**config.mk**
```make
export PLATFORM = sky130hd
export DESIGN_NAME = mem_loader
export DESIGN_NICKNAME = d
export VERILOG_FILES = /design/src/rtl/mem_loader_pkg.sv /design/src/rtl/mem_write_strobe.sv /design/src/rtl/mem_loader.sv
export SDC_FILE = /design/constraint.sdc
export NUM_CORES = 1
export LEC_CHECK = 0
export ABC_AREA = 1
export CORE_MARGIN = 5
export CORE_UTILIZATION = 50
export DETAILED_ROUTE_END_ITERATION = 12
export GPL_ROUTABILITY_DRIVEN = 0
export PLACE_DENSITY = 0.75
export SLEW_MARGIN = 20
export SYNTH_ARGS = -nofsm -noshare
export SYNTH_HDL_FRONTEND = slang
export SYNTH_SLANG_ARGS = --single-unit
```
**constraint.sdc**
```tcl
create_clock -name CLK -period 2.4 [get_ports CLK]
set_input_delay 0.48 -clock CLK [delete_from_list [all_inputs] [get_ports CLK]]
set_output_delay 0.48 -clock CLK [all_outputs]
set_load 0.005 [all_outputs]
```
**src/rtl/mem_loader_pkg.sv**
```systemverilog
// ============================================================================
// Module      : mem_loader_pkg
// Description : Shared types and constants for the memory loader.
// Revision    : 1.0 - initial release
// ============================================================================
`default_nettype none

package mem_loader_pkg;

    typedef enum logic [3:0] {
        ST_IDLE  = 4'd0,
        ST_HDR0  = 4'd1,
        ST_HDR1  = 4'd2,
        ST_HDR2  = 4'd3,
        ST_HDR3  = 4'd4,
        ST_DATA  = 4'd5,
        ST_SETUP = 4'd6,
        ST_PULSE = 4'd7,
        ST_HOLDW = 4'd8,
        ST_CSUM  = 4'd9,
        ST_DONE  = 4'd10,
        ST_RUN   = 4'd11
    } state_t;

    typedef enum logic [1:0] {
        PH_IDLE  = 2'd0,
        PH_SETUP = 2'd1,
        PH_PULSE = 2'd2,
        PH_HOLD  = 2'd3
    } phase_t;

    localparam int HDR_LEN    = 4;
    localparam int CSUM_WIDTH = 8;

    // Bits needed to count down from the longest of the three strobe phases.
    function automatic int cycle_cnt_width(input int s, input int p, input int h);
        int m;
        m = s;
        if (p > m) m = p;
        if (h > m) m = h;
        return (m <= 2) ? 1 : $clog2(m);
    endfunction

endpackage

`default_nettype wire

```
**src/rtl/mem_write_strobe.sv**
```systemverilog
// ============================================================================
// Module      : mem_write_strobe
// Description : Sequences setup / pulse / hold phases of one write strobe.
// Revision    : 1.0 - initial release
// ============================================================================
`default_nettype none

module mem_write_strobe
    import mem_loader_pkg::*;
#(
    parameter int SETUP_CYCLES = 1,
    parameter int PULSE_CYCLES = 2,
    parameter int HOLD_CYCLES  = 1
) (
    input  logic clk,
    input  logic rst,
    input  logic i_go,
    output logic o_we_bar,
    output logic o_phase_end,
    output logic o_done
);

    localparam int CNT_W = cycle_cnt_width(SETUP_CYCLES, PULSE_CYCLES, HOLD_CYCLES);

    localparam logic [CNT_W-1:0] c_setup_ld = CNT_W'(SETUP_CYCLES - 1);
    localparam logic [CNT_W-1:0] c_pulse_ld = CNT_W'(PULSE_CYCLES - 1);
    localparam logic [CNT_W-1:0] c_hold_ld  = CNT_W'(HOLD_CYCLES - 1);

    phase_t           r_phase;
    logic [CNT_W-1:0] r_cnt;
    logic             r_we_bar;
    logic             w_last;

    assign w_last = (r_phase != PH_IDLE) && (r_cnt == '0);

    // The strobe itself is registered so it never glitches on the bus.
    always_ff @(posedge clk or posedge rst) begin
        if (rst) begin
            r_phase  <= PH_IDLE;
            r_cnt    <= '0;
            r_we_bar <= 1'b1;
        end else begin
            case (r_phase)
                PH_IDLE: begin
                    if (i_go) begin
                        r_phase <= PH_SETUP;
                        r_cnt   <= c_setup_ld;
                    end
                end
                PH_SETUP: begin
                    if (w_last) begin
                        r_phase  <= PH_PULSE;
                        r_cnt    <= c_pulse_ld;
                        r_we_bar <= 1'b0;
                    end else begin
                        r_cnt <= r_cnt - 1'b1;
                    end
                end
                PH_PULSE: begin
                    if (w_last) begin
                        r_phase  <= PH_HOLD;
                        r_cnt    <= c_hold_ld;
                        r_we_bar <= 1'b1;
                    end else begin
                        r_cnt <= r_cnt - 1'b1;
                    end
                end
                PH_HOLD: begin
                    if (w_last) begin
                        r_phase <= PH_IDLE;
                    end else begin
                        r_cnt <= r_cnt - 1'b1;
                    end
                end
                default: begin
                    r_phase  <= PH_IDLE;
                    r_we_bar <= 1'b1;
                end
            endcase
        end
    end

    assign o_we_bar    = r_we_bar;
    assign o_phase_end = w_last;
    assign o_done      = w_last && (r_phase == PH_HOLD);

endmodule

`default_nettype wire

```
**src/rtl/mem_loader.sv**
```systemverilog
// ============================================================================
// Module      : mem_loader
// Description : Loads a framed byte stream into program RAM while holding the
//               CPU in reset. Optional trailing checksum: MEM_LOADER_CHECKSUM_EN.
// Revision    : 1.0 - initial release
// ============================================================================
`default_nettype none

module mem_loader
    import mem_loader_pkg::*;
#(
    parameter int ADDR_WIDTH   = 16,
    parameter int SETUP_CYCLES = 1,
    parameter int PULSE_CYCLES = 2,
    parameter int HOLD_CYCLES  = 1
) (
    input  logic                  CLK,
    input  logic                  RST,
    input  logic                  START,
    input  logic [7:0]            IN_DATA,
    input  logic                  IN_VALID,
    output logic                  IN_READY,
    output logic [ADDR_WIDTH-1:0] MEM_ADDR,
    output logic [7:0]            MEM_DATA,
    output logic                  MEM_WE_bar,
    output logic                  MEM_DRIVE,
    output logic                  CPU_RST_bar,
    output logic                  BUSY,
    output logic                  ERR
);

    state_t                r_state;
    logic                  r_in_ready;
    logic [ADDR_WIDTH-1:0] r_addr;
    logic [7:0]            r_data;
    logic [7:0]            r_byte_hi;
    logic [15:0]           r_remaining;
    logic                  r_drive;
    logic                  r_busy;
    logic                  r_cpu_rst_n;

    logic w_accept;
    logic w_go;
    logic w_phase_end;
    logic w_done;
    logic w_last_byte;

`ifdef MEM_LOADER_CHECKSUM_EN
    logic                  r_err;
    logic [CSUM_WIDTH-1:0] r_csum;
    logic [CSUM_WIDTH-1:0] w_csum_total;

    assign w_csum_total = r_csum + IN_DATA;
`endif

    assign w_accept    = IN_VALID && r_in_ready;
    assign w_go        = w_accept && (r_state == ST_DATA);
    assign w_last_byte = (r_remaining == 16'd1);

    mem_write_strobe #(
        .SETUP_CYCLES (SETUP_CYCLES),
        .PULSE_CYCLES (PULSE_CYCLES),
        .HOLD_CYCLES  (HOLD_CYCLES)
    ) u_strobe (
        .clk         (CLK),
        .rst         (RST),
        .i_go        (w_go),
        .o_we_bar    (MEM_WE_bar),
        .o_phase_end (w_phase_end),
        .o_done      (w_done)
    );

    // IN_READY is registered, so every transition sets it for the state entered.
    always_ff @(posedge CLK or posedge RST) begin
        if (RST) begin
            r_state     <= ST_IDLE;
            r_in_ready  <= 1'b0;
            r_addr      <= '0;
            r_data      <= 8'h00;
            r_byte_hi   <= 8'h00;
            r_remaining <= 16'h0000;
            r_drive     <= 1'b0;
            r_busy      <= 1'b0;
            r_cpu_rst_n <= 1'b0;
`ifdef MEM_LOADER_CHECKSUM_EN
            r_err       <= 1'b0;
            r_csum      <= '0;
`endif
        end else begin
            case (r_state)
                ST_IDLE, ST_RUN: begin
                    if (START) begin
                        r_state     <= ST_HDR0;
                        r_in_ready  <= 1'b1;
                        r_busy      <= 1'b1;
                        r_cpu_rst_n <= 1'b0;
`ifdef MEM_LOADER_CHECKSUM_EN
                        r_err       <= 1'b0;
                        r_csum      <= '0;
`endif
                    end
                end
                ST_HDR0: begin
                    if (w_accept) begin
                        r_byte_hi <= IN_DATA;
                        r_state   <= ST_HDR1;
                    end
                end
                ST_HDR1: begin
                    if (w_accept) begin
                        r_addr  <= ADDR_WIDTH'({r_byte_hi, IN_DATA});
                        r_state <= ST_HDR2;
                    end
                end
                ST_HDR2: begin
                    if (w_accept) begin
                        r_byte_hi <= IN_DATA;
                        r_state   <= ST_HDR3;
                    end
                end
                ST_HDR3: begin
                    if (w_accept) begin
                        r_remaining <= {r_byte_hi, IN_DATA};
                        if ({r_byte_hi, IN_DATA} == 16'h0000) begin
`ifdef MEM_LOADER_CHECKSUM_EN
                            r_state    <= ST_CSUM;
                            r_in_ready <= 1'b1;
`else
                            r_state    <= ST_DONE;
                            r_in_ready <= 1'b0;
                            r_busy     <= 1'b0;
`endif
                        end else begin
                            r_state <= ST_DATA;
                        end
                    end
                end
                ST_DATA: begin
                    if (w_accept) begin
                        r_data     <= IN_DATA;
                        r_drive    <= 1'b1;
                        r_in_ready <= 1'b0;
                        r_state    <= ST_SETUP;
                    end
                end
                ST_SETUP: begin
                    if (w_phase_end) r_state <= ST_PULSE;
                end
                ST_PULSE: begin
                    if (w_phase_end) r_state <= ST_HOLDW;
                end
                ST_HOLDW: begin
                    if (w_done) begin
                        r_addr      <= r_addr + 1'b1;
                        r_remaining <= r_remaining - 16'd1;
                        if (w_last_byte) begin
                            r_drive <= 1'b0;
`ifdef MEM_LOADER_CHECKSUM_EN
                            r_state    <= ST_CSUM;
                            r_in_ready <= 1'b1;
`else
                            r_state    <= ST_DONE;
                            r_in_ready <= 1'b0;
                            r_busy     <= 1'b0;
`endif
                        end else begin
                            r_state    <= ST_DATA;
                            r_in_ready <= 1'b1;
                        end
                    end
                end
`ifdef MEM_LOADER_CHECKSUM_EN
                ST_CSUM: begin
                    if (w_accept) begin
                        r_in_ready <= 1'b0;
                        r_busy     <= 1'b0;
                        // Header + data + trailer must sum to zero modulo 256.
                        if (w_csum_total == '0) begin
                            r_state <= ST_DONE;
                        end else begin
                            r_state <= ST_IDLE;
                            r_err   <= 1'b1;
                        end
                    end
                end
`endif
                ST_DONE: begin
                    r_state     <= ST_RUN;
                    r_cpu_rst_n <= 1'b1;
                end
                default: begin
                    r_state    <= ST_IDLE;
                    r_in_ready <= 1'b0;
                    r_drive    <= 1'b0;
                    r_busy     <= 1'b0;
                end
            endcase

`ifdef MEM_LOADER_CHECKSUM_EN
            if (w_accept && (r_state != ST_CSUM)) r_csum <= w_csum_total;
`endif
        end
    end

    assign IN_READY    = r_in_ready;
    assign MEM_ADDR    = r_addr;
    assign MEM_DATA    = r_data;
    assign MEM_DRIVE   = r_drive;
    assign CPU_RST_bar = r_cpu_rst_n;
    assign BUSY        = r_busy;

`ifdef MEM_LOADER_CHECKSUM_EN
    assign ERR = r_err;
`else
    assign ERR = 1'b0;
`endif

endmodule

`default_nettype wire

```
Word level (Yosys, flattened, before mapping)
Index checks and enable logic that the tools add are counted.
{"block": "word_totals", "register_bits": 60, "in_bits": 12, "out_inout_bits": 30, "elab_cells": 122}
{"block": "classes", "n_addsub": 3, "eq_ne": 30, "mux": 44, "bitwise_logic": 4, "reduce_logical": 29}
{"cell": "16-bit one-hot mux with 2 select lines", "n": 2}
{"cell": "16-bit 2-to-1 mux", "n": 3}
{"cell": "4-bit 2-to-1 mux", "n": 11}
{"cell": "4-bit one-hot mux with 10 select lines", "n": 1}
{"cell": "2-bit != test, second input constant", "n": 9}
{"cell": "16-bit by 1-bit adder with 16-bit output, second input constant", "n": 1}
{"cell": "16-bit by 1-bit == test with 1-bit output, second input constant", "n": 1}
{"cell": "4-bit by 3-bit == test with 1-bit output, second input constant", "n": 4}
{"cell": "16-bit zero test", "n": 1}
{"cell": "1-bit 2-to-1 mux", "n": 16}
{"cell": "16-bit by 1-bit subtractor with 16-bit output, second input constant", "n": 1}
{"cell": "2-bit by 1-bit != test with 1-bit output, second input constant", "n": 7}
{"cell": "4-bit == test, second input constant", "n": 3}
{"cell": "6-bit AND reduction", "n": 2}
{"cell": "2-bit nonzero test", "n": 5}
{"cell": "3-bit AND reduction", "n": 3}
{"cell": "9-bit AND reduction", "n": 1}
{"cell": "9-bit OR reduction", "n": 1}
{"cell": "4-bit by 2-bit == test with 1-bit output, second input constant", "n": 2}
{"cell": "2-bit 2-to-1 mux", "n": 4}
{"cell": "1-bit one-hot mux with 4 select lines", "n": 2}
{"cell": "2-bit one-hot mux with 4 select lines", "n": 1}
{"cell": "2-bit AND reduction", "n": 4}
{"cell": "4-bit AND reduction", "n": 2}
{"cell": "other kinds (14)", "n": 23}

Logic depth before layout (Yosys ltp)
{"block": "depth", "ltp_word": 5, "depth_mapped": 12, "mapped_depth_nobuf": 12}

Cells and area by module
From an unflattened synthesis, not the netlist that was laid out.
{"block": "hier_totals", "cells_unflattened": 562, "hier_area_um2": 3814.9}
{"mod": "mem_loader", "instances": 1, "cells_each": 527, "area_each_um2": 3530.9, "seq_area_each_um2": 1401.3}
{"mod": "mem_write_strobe", "instances": 1, "cells_each": 35, "area_each_um2": 284.0, "seq_area_each_um2": 101.3}

Worst setup path before layout
OpenSTA, ideal clock, no wires.
{"block": "synth_timing", "path_kind": "reg-to-reg", "from": "register u_strobe.r_phase[0]", "to": "register r_state[3]", "setup_time_ns": 0.120, "t_arrival_ns": 1.538, "required_ns": 2.280, "path_slack_ns": 0.741, "stages_incl_launch_ff": 13, "path_buffers": 0, "period_less_slack_ns": 1.659, "cell_sequence": "dfrtp_1 > inv_1 > ha_1 > nor2_1 > nand2_1 > inv_1 > nor2_2 > nor2_2 > nand2_1 > nor2_2 > inv_1 > nand2_1 > nand2_1"}
{"block": "synth_between", "elab_chain_len": 5, "word_cells_on_any_way": 8, "cone_classes": "eq/ne: 4; reduce/logical: 4"}
{"element": "start, declared", "line": "mem_write_strobe.sv:29", "rtl": "phase_t r_phase;"}
{"element": "start signal, assigned", "line": "mem_write_strobe.sv:39", "rtl": "r_phase <= PH_IDLE;"}
{"element": "start signal, assigned", "line": "mem_write_strobe.sv:46", "rtl": "r_phase <= PH_SETUP;"}
{"element": "start signal, assigned", "line": "mem_write_strobe.sv:52", "rtl": "r_phase <= PH_PULSE;"}
{"element": "2-bit nonzero test", "line": "mem_write_strobe.sv:34", "rtl": "assign w_last = (r_phase != PH_IDLE) && (r_cnt == '0);"}
{"element": "1-bit logical AND", "line": "mem_write_strobe.sv:34"}
{"element": "1-bit logical AND", "line": "mem_write_strobe.sv:85", "rtl": "assign o_done = w_last && (r_phase == PH_HOLD);"}
{"element": "2-bit by 1-bit != test with 1-bit output (no source line)"}
{"element": "9-bit AND reduction (no source line) (*)"}
{"element": "end signal, assigned", "line": "mem_loader.sv:76", "rtl": "r_state <= ST_IDLE;"}
{"element": "end signal, assigned", "line": "mem_loader.sv:93", "rtl": "r_state <= ST_HDR0;"}
{"element": "end signal, assigned", "line": "mem_loader.sv:106", "rtl": "r_state <= ST_HDR1;"}
{"element": "end, declared", "line": "mem_loader.sv:32", "rtl": "state_t r_state;"}
Every way passes the cells marked *; elsewhere a longest branch is shown, timed or not.
A chain may end at the register's enable or synchronous reset.

Worst setup path in the final report
{"block": "layout_timing", "from": "register u_strobe.r_phase[0]", "to": "register r_addr[4], in the netlist MEM_ADDR[4]"}
{"block": "layout_between", "elab_chain_len": 5, "word_cells_on_any_way": 6, "cone_classes": "eq/ne: 2; reduce/logical: 4"}
{"element": "2-bit nonzero test", "line": "mem_write_strobe.sv:34"}
{"element": "1-bit logical AND", "line": "mem_write_strobe.sv:34"}
{"element": "1-bit logical AND (*)", "line": "mem_write_strobe.sv:85"}
{"element": "2-bit by 1-bit != test with 1-bit output (no source line) (*)"}
{"element": "3-bit AND reduction (no source line) (*)"}
{"element": "end signal, assigned", "line": "mem_loader.sv:111", "rtl": "r_addr <= ADDR_WIDTH'({r_byte_hi, IN_DATA});"}
{"element": "end signal, assigned", "line": "mem_loader.sv:154", "rtl": "r_addr <= r_addr + 1'b1;"}
{"element": "end, declared", "line": "mem_loader.sv:34", "rtl": "logic [ADDR_WIDTH-1:0] r_addr;"}
Marks and branches as above.

==> results.yml <==
min_path:
  hold_class: "reg2reg"
  whs_path_depth: 2
floorplanning:
  die-area_um2: 9555
  die_w_um: 97.75
  row_count: 32
  ios: 42
  core_um2: 7607
  start_util: 0.5061
  dieHeight_um: 97.75
clock_tree:
  post-cts-setup-buffer-count: 0
  clockBufferDepth: 2
  path_clk_slew_ns: 0.07
  clock_latency_ns: 0.33
  cts_tree: "built"
  clkSinkCount: 60
  h-tree-depth: 3
  cts_resized: 0
  numCtsBuffers: 9
  postCtsHoldBufs: 0
  cts-root-buf: "clkbuf_8"
sta:
  setup_violations: 0
  finalMaxSlewViolations: 0
  hold_viol_final: 0
  setup_ws_ns: 0.3999
  post-route-min-period_ns: 2.000
  timing.fmax_ghz: 0.5000
  clock_skew_ns: 0.007865
  rsz0062_at_grt: "false"
  fin_tns_setup_ns: 0
  timing.final.crit_share: 0.8334
synthesis:
  syn_inst: 567
  synth_seq_cells: 60
  synthesis.nets: 586
  ys_types: 34
  async_flop_share: 1.000
  synth_edf_count: 0
  yosys_warnings: 0
  synth_top_area_cell: "dfrtp_1"
  dominantRegCellSynth: "dfrtp_1"
  yosysSeqAreaShare: 0.3903
  syn_area_per_cell_um2: 6.790
  syn_area_um2: 3850
  synth_top_cells_by_area: "dfrtp_1 (38%), nand2_1 (17%), nor2_1 (7.6%), inv_1 (6.6%), o21ai_0 (6.0%)"
  synth_top_area_frac: 0.3835
drt:
  drt_iter0_drc: 365
  first_pass_iters: 5
  dr_wl_met2_mm: 4.312
  via_per_inst: 5.258
  antenna_left: 0
  drt-total-wl_mm: 9.524
  wl_met1_mm: 4.528
  wl_met3_um: 505
  drc: 0
  vias: 3775
  top_layer: "met4"
  avgRoutedWirePerCell_um: 13.26
setup_path:
  arrival_ns: 2.25
  crit_path_end_kind: "register"
  r2r_cells: 9
  startpoint_type: "register"
  required_ns: 2.65
  crit_type: "reg2reg"
  path_cells: "inv_1 -> ha_1 -> nor2_1 -> nand2_1 -> nand2_1 -> nand2_2 -> nor2_4 -> o21ai_0 -> o21ai_0"
  crit_slowest_cell: "dfrtp_1"
  critPathMaxStageDelay_ns: 0.42
  worstPathMaxFanout: 17
grt:
  antenna_found_initial: 0
  overflow: 0
  grt.total_usage: 0.2043
  grt_max_degree: 61
  grt_pass1_vias: 3418
  grt_pass1_wl_mm: 16.08
power:
  p_per_area_nw_per_um2: 1333
  ir_worst_vdd_mv: 0.7860
  leakagePower_uw: 0.002269
run:
  cap_viol_max_count: 0
finish:
  syn2layout_area_growth_pct: 18.26
  drive_above_1_share: 0.07143
  layout.nets: 630
  antenna_cells: 0
outcome:
  status: "completed"
placement:
  pre_cts_slack_ns: 0.4012
  place_hpwl_mm: 7.022
  port_buffers: 40
-- cell usage after synthesis (5+ instances only) --
| cell | instances |
|---|---|
| nor2_1 | 78 |
| o21ai_0 | 46 |
| nand2_1 | 178 |
| nand3_1 | 33 |
| o21ai_1 | 13 |
| nor2_2 | 7 |
| buf_6 | 5 |
| dfrtp_1 | 59 |
| a21oi_1 | 13 |
| nor3_1 | 5 |
| inv_1 | 68 |
| ha_1 | 7 |
| a21boi_1 | 8 |
| nand4_1 | 10 |
-- cells in the final DEF (no fill, tap or decap), types with 2 or more instances in the layout --
cell type        synthesis  layout
nor2_2                   7       7
o21ai_0                 46      46
nor3_1                   5       5
nand3_1                 33      33
nor2_1                  78      78
dfrtp_1                 59      59
nand3b_1                 2       2
nand2_2                  3       3
nand4_1                 10      10
inv_2                    3       4
o21a_1                   2       2
nand2_4                  3       3
a21oi_1                 13      13
ha_1                     7       7
nor2_4                   3       3
a21boi_1                 8       8
a21boi_0                 3       3
nand2_1                178     178
clkbuf_8                 0      10
clkdlybuf4s50_1          0      40
clkbuf_1                 3       2
inv_1                   68      67
bufinv_16                0       2
o21ai_1                 13      13
buf_4                    3       5
-- cell families (layout without fill, tap and decap cells) --
family                   after synthesis  after routing  share of synthesized area
AO/OA/AOI/OAI                         90             90                     0.1284
flip-flops                            60             60                     0.3903
XOR/XNOR                               1              1                   0.002275
AND/OR/NAND/NOR                      324            324                     0.3601
other                                  1              1                  0.0009740
adder cells (fa/ha/maj)                7              7                    0.02275
buffers and inverters                 84            133                    0.09522
-- through the flow --
stage	utilization	hold slack, ns	std cells	total power [uW]	instance area [um^2]
2_1_floorplan	-	0.4641	567	4040	3850
5_1_grt	0.5985	0.5080	718	6626	4553
4_1_cts	0.5985	0.4786	718	6078	4553
3_3_place_gp	0.5699	0.4588	702	4942	4335
3_5_place_dp	0.5699	0.4628	702	5045	4335
6_report	0.5985	0.4728	718	6069	4553
-- final cells by class --
type	instances	area (um^2)
Fill cell	724	3054
Timing Repair Buffer	46	457.9
Sequential cell	60	1503
Multi-Input combinational cell	423	1981
Clock inverter	4	72.57
Tap cell	102	127.6
Inverter	71	266.5
Clock buffer	12	145.1
-- layer usage --
metal,vias up,GRT usage
li1,1881,-
met5,-,0
met1,1753,0.2898
met4,0,0.07561
met2,124,0.3121
met3,17,0.03857
-- sequential cells by signal, indices dropped and copies added, names as in the netlist, 2 cells and up --
| signal | cells |
|---|---|
| r_state | 4 |
| MEM_DATA | 8 |
| r_remaining | 16 |
| MEM_ADDR | 16 |
| r_byte_hi | 8 |
| u_strobe.r_phase | 2 |
-- report_power, final --
| group | total [uW] | internal, uW | switching [uW] |
|---|---|---|---|
| combinational | 3050 | 1270 | 1780 |
| clock | 1020 | 613 | 405 |
| sequential | 2000 | 1510 | 488 |
| total | 6070 | 3400 | 2670 |
-- critical path: cells and delay by family, from the launching register on --
| family | cells | cell delay, ns |
|---|---|---|
| buf+inv | 1 | 0.09 |
| compound gates | 2 | 0.28 |
| flops | 1 | 0.42 |
| simple gates | 5 | 0.85 |
| fa+ha+maj | 1 | 0.26 |
-- path summary, 6_finish.rpt --
path                                      from                end  slack (ns)
max                        u_strobe.r_phase[0]        MEM_ADDR[4]        0.40
min                                CPU_RST_bar        CPU_RST_bar        0.47
max reg2reg                u_strobe.r_phase[0]        MEM_ADDR[4]        0.40
min reg2reg                        CPU_RST_bar        CPU_RST_bar        0.47
max in group asynchronous                  RST  u_strobe.o_we_bar        1.58
min in group asynchronous                  RST        MEM_DATA[7]        0.53
(Power assumes the default switching activity.)
